## src/rtl/lcd_char_engine.sv

```systemverilog
// lcd_char_engine: HD44780-class character LCD driver.
// Runs the power-on init sequence, then streams queued command/data bytes from a
// write FIFO to the panel with setup, enable-pulse and execution-wait timing.
// Supports an 8-bit bus or a 4-bit bus on LCD_DATA[7:4] (high nibble first).
// Optional build macro LCD_CURSOR_TRACK_EN: track the DDRAM cursor on data writes
// and insert a set-address command when a line is filled.
module lcd_char_engine #(
  parameter int unsigned BUS_4BIT       = 0,
  parameter int unsigned FIFO_DEPTH     = 16,
  parameter int unsigned SETUP_CYC      = 4,
  parameter int unsigned EN_HIGH_CYC    = 25,
  parameter int unsigned SHORT_WAIT_CYC = 2000,
  parameter int unsigned LONG_WAIT_CYC  = 82000,
  parameter int unsigned INIT_WAIT_CYC  = 205000,
  parameter int unsigned POWERUP_CYC    = 750000,
  parameter int unsigned TWO_LINE       = 1
) (
  input  logic                          CLOCK_50,
  input  logic                          RESET_N,
  input  logic                          WR_VALID,
  input  logic                          WR_RS,
  input  logic [7:0]                    WR_DATA,
  output logic                          WR_READY,
  output logic [$clog2(FIFO_DEPTH):0]   FIFO_LEVEL,
  output logic                          INIT_DONE,
  output logic                          BUSY,
  output logic [7:0]                    LCD_DATA,
  output logic                          LCD_RS,
  output logic                          LCD_RW,
  output logic                          LCD_EN
);

  function automatic int unsigned max2(input int unsigned a, input int unsigned b);
    return (a > b) ? a : b;
  endfunction

  localparam int unsigned AW      = $clog2(FIFO_DEPTH);
  localparam int unsigned MAX_CYC = max2(max2(max2(SETUP_CYC, EN_HIGH_CYC),
                                              max2(SHORT_WAIT_CYC, LONG_WAIT_CYC)),
                                         max2(INIT_WAIT_CYC, POWERUP_CYC));
  localparam int unsigned CW      = $clog2(MAX_CYC + 1);

  typedef logic [CW-1:0] cnt_t;

  // Counters are loaded with N-1 and count down to 0.
  localparam cnt_t SETUP_LD   = cnt_t'(SETUP_CYC - 1);
  localparam cnt_t ENH_LD     = cnt_t'(EN_HIGH_CYC - 1);
  localparam cnt_t SHORT_LD   = cnt_t'(SHORT_WAIT_CYC - 1);
  localparam cnt_t LONG_LD    = cnt_t'(LONG_WAIT_CYC - 1);
  localparam cnt_t INIT_LD    = cnt_t'(INIT_WAIT_CYC - 1);
  localparam cnt_t POWERUP_LD = cnt_t'(POWERUP_CYC - 1);

  localparam bit          BUS4     = (BUS_4BIT != 0);
  localparam logic [3:0]  INIT_LEN = BUS4 ? 4'd8 : 4'd7;
  localparam logic [7:0]  FSET     = (BUS4 ? 8'h20 : 8'h30) | ((TWO_LINE != 0) ? 8'h08 : 8'h00);
  localparam logic [AW:0] FULL_LVL = (AW + 1)'(FIFO_DEPTH);

  typedef enum logic [2:0] {
    ST_POWERUP,
    ST_INIT_LOAD,
    ST_SETUP,
    ST_EN_HIGH,
    ST_WAIT,
    ST_IDLE
  } state_e;

  // Init table. In 4-bit mode the first four entries are single-nibble writes of
  // the high nibble only; the rest are full bytes sent as two nibbles.
  function automatic logic [7:0] init_byte(input logic [3:0] idx);
    logic [7:0] b;
    if (BUS4) begin
      case (idx)
        4'd0, 4'd1, 4'd2: b = 8'h30;
        4'd3:             b = 8'h20;
        4'd4:             b = FSET;
        4'd5:             b = 8'h0C;
        4'd6:             b = 8'h01;
        default:          b = 8'h06;
      endcase
    end else begin
      case (idx)
        4'd0, 4'd1, 4'd2: b = 8'h30;
        4'd3:             b = FSET;
        4'd4:             b = 8'h0C;
        4'd5:             b = 8'h01;
        default:          b = 8'h06;
      endcase
    end
    return b;
  endfunction

  // Clear display / return home need the long execution wait.
  function automatic logic is_long(input logic rs, input logic [7:0] d);
    return !rs && (d[7:2] == 6'd0) && (d != 8'd0);
  endfunction

  state_e      state_q, state_d;
  cnt_t        cnt_q, cnt_d;
  cnt_t        wait_q, wait_d;
  logic [3:0]  init_idx_q, init_idx_d;
  logic        init_done_q, init_done_d;
  logic [3:0]  lo_nib_q, lo_nib_d;
  logic        nib_pend_q, nib_pend_d;
  logic [7:0]  lcd_data_q, lcd_data_d;
  logic        lcd_rs_q, lcd_rs_d;
  logic        lcd_en_q, lcd_en_d;

  // FIFO storage: {rs, data}
  logic [8:0]  mem_q [FIFO_DEPTH];
  logic [AW-1:0] wr_ptr_q, rd_ptr_q;
  logic [AW:0] level_q;
  logic        fifo_empty, fifo_full, push, pop;
  logic [8:0]  fifo_head;

  // Transfer launch request, shared by init, FIFO pop and inserted commands.
  logic        launch;
  logic        l_rs;
  logic        l_two;
  logic [7:0]  l_byte;
  cnt_t        l_wait;

`ifdef LCD_CURSOR_TRACK_EN
  logic [3:0]  col_q, col_d;
  logic        line_q, line_d;
  logic        wrap_pend_q, wrap_pend_d;
`endif

  assign fifo_empty = (level_q == '0);
  assign fifo_full  = (level_q == FULL_LVL);
  assign push       = WR_VALID && !fifo_full;
  assign fifo_head  = mem_q[rd_ptr_q];

  assign WR_READY   = !fifo_full;
  assign FIFO_LEVEL = level_q;
  assign INIT_DONE  = init_done_q;
  assign BUSY       = (state_q != ST_IDLE);
  assign LCD_DATA   = lcd_data_q;
  assign LCD_RS     = lcd_rs_q;
  assign LCD_RW     = 1'b0;
  assign LCD_EN     = lcd_en_q;

  // Next-state, counter and bus-value logic for the transfer sequencer.
  always_comb begin
    state_d     = state_q;
    cnt_d       = cnt_q;
    wait_d      = wait_q;
    init_idx_d  = init_idx_q;
    init_done_d = init_done_q;
    lo_nib_d    = lo_nib_q;
    nib_pend_d  = nib_pend_q;
    lcd_data_d  = lcd_data_q;
    lcd_rs_d    = lcd_rs_q;
    pop         = 1'b0;
    launch      = 1'b0;
    l_rs        = 1'b0;
    l_two       = 1'b0;
    l_byte      = 8'h00;
    l_wait      = SHORT_LD;
`ifdef LCD_CURSOR_TRACK_EN
    col_d       = col_q;
    line_d      = line_q;
    wrap_pend_d = wrap_pend_q;
`endif

    case (state_q)
      ST_POWERUP: begin
        if (cnt_q == '0) state_d = ST_INIT_LOAD;
        else             cnt_d   = cnt_q - 1'b1;
      end
      ST_INIT_LOAD: begin
        launch     = 1'b1;
        l_byte     = init_byte(init_idx_q);
        l_two      = BUS4 && (init_idx_q >= 4'd4);
        l_wait     = (init_idx_q == 4'd0) ? INIT_LD :
                     (is_long(1'b0, l_byte) ? LONG_LD : SHORT_LD);
        init_idx_d = init_idx_q + 1'b1;
      end
      ST_SETUP: begin
        if (cnt_q == '0) begin
          state_d = ST_EN_HIGH;
          cnt_d   = ENH_LD;
        end else begin
          cnt_d = cnt_q - 1'b1;
        end
      end
      ST_EN_HIGH: begin
        if (cnt_q == '0) begin
          if (nib_pend_q) begin
            // Low nibble follows with its own setup; no wait between nibbles.
            nib_pend_d = 1'b0;
            lcd_data_d = {lo_nib_q, 4'h0};
            state_d    = ST_SETUP;
            cnt_d      = SETUP_LD;
          end else begin
            state_d = ST_WAIT;
            cnt_d   = wait_q;
          end
        end else begin
          cnt_d = cnt_q - 1'b1;
        end
      end
      ST_WAIT: begin
        if (cnt_q == '0) begin
          if (init_done_q) begin
            state_d = ST_IDLE;
          end else if (init_idx_q == INIT_LEN) begin
            init_done_d = 1'b1;
            state_d     = ST_IDLE;
          end else begin
            state_d = ST_INIT_LOAD;
          end
        end else begin
          cnt_d = cnt_q - 1'b1;
        end
      end
      ST_IDLE: begin
`ifdef LCD_CURSOR_TRACK_EN
        if (wrap_pend_q) begin
          launch      = 1'b1;
          l_byte      = line_q ? 8'hC0 : 8'h80;
          l_two       = BUS4;
          l_wait      = SHORT_LD;
          wrap_pend_d = 1'b0;
        end else
`endif
        if (!fifo_empty) begin
          pop    = 1'b1;
          launch = 1'b1;
          l_rs   = fifo_head[8];
          l_byte = fifo_head[7:0];
          l_two  = BUS4;
          l_wait = is_long(fifo_head[8], fifo_head[7:0]) ? LONG_LD : SHORT_LD;
        end
      end
      default: begin
        state_d = ST_POWERUP;
        cnt_d   = POWERUP_LD;
      end
    endcase

    // RS/DATA are latched once per transfer and held through SETUP, EN_HIGH, WAIT.
    if (launch) begin
      lo_nib_d   = l_byte[3:0];
      nib_pend_d = l_two;
      wait_d     = l_wait;
      lcd_rs_d   = l_rs;
      lcd_data_d = BUS4 ? {l_byte[7:4], 4'h0} : l_byte;
      state_d    = ST_SETUP;
      cnt_d      = SETUP_LD;
    end

`ifdef LCD_CURSOR_TRACK_EN
    if (pop) begin
      if (fifo_head[8]) begin
        if (col_q == 4'd15) begin
          col_d       = 4'd0;
          line_d      = (TWO_LINE != 0) ? ~line_q : 1'b0;
          wrap_pend_d = 1'b1;
        end else begin
          col_d = col_q + 1'b1;
        end
      end else if (fifo_head[7:0] == 8'h01 || fifo_head[7:0] == 8'h02) begin
        col_d       = 4'd0;
        line_d      = 1'b0;
        wrap_pend_d = 1'b0;
      end else if (fifo_head[7]) begin
        col_d       = fifo_head[3:0];
        line_d      = (TWO_LINE != 0) ? fifo_head[6] : 1'b0;
        wrap_pend_d = 1'b0;
      end
    end
`endif

    lcd_en_d = (state_d == ST_EN_HIGH);
  end

  // Sequencer state and registered panel outputs.
  always_ff @(posedge CLOCK_50) begin
    if (!RESET_N) begin
      state_q     <= ST_POWERUP;
      cnt_q       <= POWERUP_LD;
      wait_q      <= '0;
      init_idx_q  <= '0;
      init_done_q <= 1'b0;
      lo_nib_q    <= '0;
      nib_pend_q  <= 1'b0;
      lcd_data_q  <= '0;
      lcd_rs_q    <= 1'b0;
      lcd_en_q    <= 1'b0;
    end else begin
      state_q     <= state_d;
      cnt_q       <= cnt_d;
      wait_q      <= wait_d;
      init_idx_q  <= init_idx_d;
      init_done_q <= init_done_d;
      lo_nib_q    <= lo_nib_d;
      nib_pend_q  <= nib_pend_d;
      lcd_data_q  <= lcd_data_d;
      lcd_rs_q    <= lcd_rs_d;
      lcd_en_q    <= lcd_en_d;
    end
  end

`ifdef LCD_CURSOR_TRACK_EN
  // Cursor position tracking registers.
  always_ff @(posedge CLOCK_50) begin
    if (!RESET_N) begin
      col_q       <= '0;
      line_q      <= 1'b0;
      wrap_pend_q <= 1'b0;
    end else begin
      col_q       <= col_d;
      line_q      <= line_d;
      wrap_pend_q <= wrap_pend_d;
    end
  end
`endif

  // FIFO pointers and occupancy; simultaneous push and pop keep the level.
  always_ff @(posedge CLOCK_50) begin
    if (!RESET_N) begin
      wr_ptr_q <= '0;
      rd_ptr_q <= '0;
      level_q  <= '0;
    end else begin
      if (push) wr_ptr_q <= wr_ptr_q + 1'b1;
      if (pop)  rd_ptr_q <= rd_ptr_q + 1'b1;
      case ({push, pop})
        2'b10:   level_q <= level_q + 1'b1;
        2'b01:   level_q <= level_q - 1'b1;
        default: level_q <= level_q;
      endcase
    end
  end

  // FIFO storage, no reset needed.
  always_ff @(posedge CLOCK_50) begin
    if (push) mem_q[wr_ptr_q] <= {WR_RS, WR_DATA};
  end

endmodule

```

## config.mk

```make
export PLATFORM = sky130hd
export DESIGN_NAME = lcd_char_engine
export DESIGN_NICKNAME = d
export VERILOG_FILES = /design/src/rtl/lcd_char_engine.sv
export SDC_FILE = /design/constraint.sdc
export NUM_CORES = 1
export LEC_CHECK = 0
export ABC_AREA = 1
export BUFFER_PORTS_ARGS = -buffer_cell sky130_fd_sc_hd__buf_2
export CAP_MARGIN = 20
export CORE_MARGIN = 2
export CORE_UTILIZATION = 64
export CTS_BUF_LIST = sky130_fd_sc_hd__clkbuf_4 sky130_fd_sc_hd__clkbuf_8
export DETAILED_ROUTE_END_ITERATION = 16
export PLACE_DENSITY = 0.93
export SLEW_MARGIN = 20
export SYNTH_ARGS = -nofsm -noshare
export SYNTH_HDL_FRONTEND = slang
export SYNTH_SLANG_ARGS = --single-unit
```

## constraint.sdc

```tcl
create_clock -name CLOCK_50 -period 3.15 [get_ports CLOCK_50]
set_input_delay 0.1575 -clock CLOCK_50 [delete_from_list [all_inputs] [get_ports CLOCK_50]]
set_output_delay 0.1575 -clock CLOCK_50 [all_outputs]
set_load 0.02 [all_outputs]
```

Word-level counts from Yosys, hierarchy flattened
Memories as Yosys holds them, arrays and structs flattened. A register that Yosys moved wholly into a read port is not among the register bits.
Index checks and enable logic that the tools add are counted.
{"block": "classes", "add_sub_neg": 6, "multipliers": 0, "n_div": 0, "n_lt_le_gt_ge": 0, "n_eq_ne": 19, "shift": 0, "muxes": 35, "n_bitwise": 2, "reduce_logical": 25}
{"operator": "two-way mux 20 bit", "count": 4}
{"operator": "case mux 20 bit (4 select lines)", "count": 1}
{"operator": "two-way mux 17 bit", "count": 3}
{"operator": "case mux 18 bit (2 select lines)", "count": 1}
{"operator": "two-way mux 8 bit", "count": 3}
{"operator": "case mux 6 bit (4 select lines)", "count": 1}
{"operator": "two-way mux 3 bit", "count": 7}
{"operator": "logical NOT 20 bit", "count": 1}
{"operator": "subtractor 20 x 1 -> 20 bit (second input constant)", "count": 1}
{"operator": "two-way mux 18 bit", "count": 1}
{"operator": "case mux 8 bit (2 select lines)", "count": 1}
{"operator": "nonzero test 8 bit", "count": 2}
{"operator": "case mux 3 bit (5 select lines)", "count": 1}
{"operator": "adder 4 x 1 -> 4 bit (second input constant)", "count": 3}
{"operator": "equality test 4 x 3 -> 1 bit (second input constant)", "count": 3}
{"operator": "logical NOT 6 bit", "count": 2}
{"operator": "case mux 5 bit (2 select lines)", "count": 1}
{"operator": "equality test 3 x 2 -> 1 bit (second input constant)", "count": 3}
{"operator": "equality test 4 x 2 -> 1 bit (second input constant)", "count": 2}
{"operator": "two-way mux 1 bit", "count": 8}
{"operator": "two-way mux 4 bit", "count": 2}
{"operator": "equality test 3 bit (second input constant)", "count": 2}
{"operator": "inequality test 3 bit (second input constant)", "count": 2}
{"operator": "AND reduction 2 bit", "count": 3}
{"operator": "other kinds (20)", "count": 29}
{"block": "word_totals", "register_bits": 71, "latchBits": 0, "mem_bits_rw": 144, "romBits": 0, "in_bits": 12, "output_inout_bits": 19, "wordCells": 100, "memories": 1}
{"name": "mem_q", "words": 16, "word_bits": 9, "read_ports": 1, "rd_clocked_by_memory_dff": 1, "wr": 1, "line": "109", "rtl": "logic [8:0] mem_q [FIFO_DEPTH];"}

Longest topological paths before layout
{"block": "depth", "word_depth": 9, "mapped_depth": 17, "mapped_depth_nobuf": 16}

Worst setup path after synthesis
OpenSTA, ideal clock, no wires.
{"block": "synth_path", "kind": "register to register", "start": "register level_q[0] (netlist: FIFO_LEVEL[0])", "end": "register level_q[4] (netlist: FIFO_LEVEL[4])", "setup_time_ns": 0.122, "arrival_time_ns": 2.391, "t_required_ns": 3.028, "setup_slack_ns": 0.637, "path_stages_with_launch": 16, "path_buffers": 1, "period_less_slack_ns": 2.513, "cell_sequence": "dfxtp_1 nor4_2 nand2_1 nand2_2 inv_2 buf_2 ha_1 ha_1 nand2_1 nand2_1 a31oi_1 nor2_1 nor2_1 o21ai_0 o21ai_0 a21oi_1"}
{"block": "synth_via", "elab_chain_len": 5, "word_cells_on_any_way": 12, "classes_between": "add/sub: 2; eq/ne: 3; mux: 3; reduce/logical: 4"}
{"element": "from (decl)", "line": "111", "rtl": "logic [AW:0] level_q;"}
{"element": "from (signal assigned)", "line": "329", "rtl": "2'b10: level_q <= level_q + 1'b1;"}
{"element": "from (signal assigned)", "line": "330", "rtl": "2'b01: level_q <= level_q - 1'b1;"}
{"element": "from (signal assigned)", "line": "331", "rtl": "default: level_q <= level_q;"}
{"element": "logical NOT 5 bit *", "line": "128", "rtl": "assign fifo_empty = (level_q == '0);"}
{"element": "two-way mux 1 bit *", "line": "226", "rtl": "if (!fifo_empty) begin"}
{"element": "two-way mux 1 bit *", "line": "165", "rtl": "case (state_q)"}
{"element": "named net pop", "line": "112", "rtl": "logic fifo_empty, fifo_full, push, pop;"}
{"element": "equality test 2 x 1 -> 1 bit or equality test 2 bit (tied branches)", "line": "328", "rtl": "case ({push, pop})"}
{"element": "case mux 5 bit (2 select lines) or nonzero test 2 bit (tied branches)"}
The timed path passes the listed nets; every way through them passes the cells marked *.
A chain may end at the register's enable or synchronous reset.

Worst setup path in the final report
{"block": "layout_path", "start": "register state_q[0]", "end": "register level_q[4] (netlist: FIFO_LEVEL[4])"}
{"block": "layout_via", "elab_chain_len": 4, "word_cells_on_any_way": 6, "classes_between": "eq/ne: 3; mux: 2; reduce/logical: 1"}
{"element": "from (decl)", "line": "97", "rtl": "state_e state_q, state_d;"}
{"element": "from (signal assigned)", "line": "291", "rtl": "state_q <= state_d;"}
{"element": "equality test 3 bit *", "line": "165"}
{"element": "two-way mux 1 bit *", "line": "165"}
{"element": "equality test 2 x 1 -> 1 bit or equality test 2 bit (tied branches)", "line": "328"}
{"element": "case mux 5 bit (2 select lines) or nonzero test 2 bit (tied branches)"}
Every way passes the cells marked *; elsewhere a longest branch is shown, timed or not.

==> run metrics <==
# port buffers=29; antenna violations before repair=0; critical path start-end classification=reg -> reg; R2R cell count=15; Via density=6.04; post-synthesis sequential area ratio=0.586; final WL=23.6 mm; Hold Fails Final Rpt=0; Routed Antenna Nets=0; GPL Wtd Cong=0.937; worst-path cell chain=inv_2 -> nor2_1 -> inv_1 -> nor2_1 -> nand2_2 -> inv_2 -> ha_1 -> ha_1 -> nand2_1 -> nand2_1 -> a31oi_1 -> inv_1 -> o21ai_0 -> o21ai_0 -> a21oi_1; Initial Utilization=0.653; clk slew on worst S/H paths=0.07 ns; worst setup margin=0.360 ns; total track usage=0.296; Site Rows=44; TritonCTS sink count=206; syn_nets=1054; gr ovfl total=0; library cells used by synthesis=45; Iteration-0 DRC Markers=957; CTS Buffer Depth=3; FF+latch count, synth=206; share of the synthesized area in the top cell type=0.456; RSZ-0062 raised after global routing=no; Post-DP Area=9760 sq um; Tcrit/Tclk final=0.886; die width=126 microns; top_reg_cell synth=edfxtp_1; area delta synth->final=10.5%; Startpoint Class=flop; Total Neg Setup Slack=0 ns; commonest cells in the synthesized netlist=nand2_1 (248), edfxtp_1 (144), nor2_1 (120); post-CTS sizing=0; Ys Warns=0; Clk Latency, worst-skew pair=0.54 ns; hold wc startpoint=WR_DATA[0]; DPL Wire Length=13.8 mm; pwr/cell area=528 nW/um^2; first-pass GRT wire length=37.4 mm; die height=126 microns; Worst Tran Pin Value=1.09 ns; Leak=0.00429 uW; hold depth=1; post-DR wirelength/cell=18.4 microns; reg2reg setup slack=0.36 ns; Worst EP required=3.62 ns; clock skew=0.0157 ns; slew margin rel.=0.271; fin nets=1102; Post-Place Setup Slack=0.495 ns; Hold Crit Class=in -> reg; Vias=7752; Post-synth EDFFs=144; vias in the first global route=7714; CTS tree=yes; dominant cells by area after synthesis=edfxtp_1 (46%), dfxtp_1 (13%), nand2_1 (9.8%); MaxCap Viol Count=0; Yosys top cell by area=edfxtp_1; root buffer cell=clkbuf_8; status=completed; layout cell share with drive strength beyond 1=0.112; CP delay by family, top=compound AO/OA/AOI/OAI gates; peak supply drop=0.547 mV; largest net degree at the start of global routing=84; full die area=15800 sq um; drt drc=0; crit end category=flop; 1st-pass router iterations=6; Critical Path Max Stage Delay=0.40 ns; critical path startpoint=state_q[0]$_SDFF_PN0_; mean post-synth cell area=9.25 sq um; cell with the largest stage delay on the worst path=dfxtp_1; IO Pins=31; Cells after Synth=1026; fraction of registers with async set/reset=0; Critical Path Fanout Max=14; Worst Path Arrival=3.26 ns; R2R Path Start=state_q[0]$_SDFF_PN0_; Crit. path cell count=15; core area=14500 sq um; CTS Buf Count=35; Final Max Tran Viols=0; Inserted Diodes=0; Achievable Freq=358 MHz; Syn Std Cell Area=9490 sq um; Buf/Inv on CP=4; Overall Power=5530 uW; post-layout minimum cycle time=2.79 ns; final setup vio count=0; final instance area=10500 sq um; H-tree Lvls=2; top-count cell post-synth=nand2_1
## per-stage QoR
stage	util	hold WS, ns	std cells
after detailed placement	0.672	0.452	1217
after global routing	0.721	0.00418	1283
after floorplan	-	0.256	1026
after CTS	0.721	0.000969	1283
final	0.721	0.0172	1283
after global placement	0.672	0.438	1217
## state kept, by name, summed over array words and instances (netlist names), named ones only
| signal | cells |
|---|---|
| state_q | 3 |
| wr_ptr_q | 4 |
| wait_q | 7 |
| LCD_DATA | 8 |
| LCD_RS | 1 |
| FIFO_LEVEL | 5 |
| INIT_DONE | 1 |
| LCD_EN | 1 |
| init_idx_q | 4 |
| mem_q | 144 |
| cnt_q | 20 |
| rd_ptr_q | 4 |
## cells by family (layout without fill, tap and decap cells)
kind of cell | count (synthesis) | count (layout) | share of synthesized area
and+or+nand+nor | 502 | 502 | 0.229
DFF | 206 | 206 | 0.586
buffers and inverters | 157 | 230 | 0.0701
AOI/OAI and AO/OA | 126 | 126 | 0.0757
xor gates and xnor gates | 18 | 18 | 0.0166
adders and majority gates | 16 | 16 | 0.0219
other | 1 | 1 | 0.000395
## power breakdown
group | switching (uW) | internal, uW | leakage (uW)
clock | 1100 | 1290 | 0.000359
combinational | 138 | 54.8 | 0.00213
sequential | 16.1 | 2930 | 0.00180
total | 1260 | 4270 | 0.00429
## final timing paths
kind / to
max: FIFO_LEVEL[4]$_SDFFE_PN0P_
min: mem_q[11][0]$_DFFE_PP_
max reg2reg: FIFO_LEVEL[4]$_SDFFE_PN0P_
min reg2reg: flop
## layer usage
metal	track usage	wire length, microns	part of all wire	vias up
li1	-	-	-	3512
met4	0.161	1130	0.048	0
met5	0	0	0	-
met3	0.0620	2370	0.10	126
met1	0.360	8560	0.36	3576
met2	0.497	11500	0.49	538
## area by class of cell
class	count	area, sq um
tap	184	230
clock buffer	41	527
sequential	206	5570
clock inverter	21	158
timing repair buffer	47	290
multi-input combinational	663	3260
inverter	121	454
fill	919	4050
## timing repair
action	CTS	global route
hold buffers	4	0
setup buffers	0	0
hold endpoints to repair	19	0
## layout by cell type, fill, tap and decap left out, types with 4 or more instances in the layout
| cell | count |
|---|---|
| inv_1 | 112 |
| nor2_1 | 120 |
| buf_4 | 14 |
| nor2_2 | 4 |
| xnor2_1 | 8 |
| dfxtp_1 | 61 |
| ha_1 | 15 |
| a31oi_1 | 6 |
| clkbuf_4 | 6 |
| nor2_4 | 5 |
| xor2_1 | 10 |
| o211ai_1 | 19 |
| clkbuf_8 | 35 |
| dlygate4sd3_1 | 4 |
| o21ai_0 | 52 |
| o21ai_1 | 5 |
| a21oi_1 | 34 |
| clkinv_1 | 12 |
| buf_2 | 29 |
| nand3_1 | 102 |
| nand2_1 | 248 |
| inv_2 | 7 |
| clkinv_2 | 6 |
| edfxtp_1 | 144 |
No activity file was read; power rests on OpenSTA's default activity.
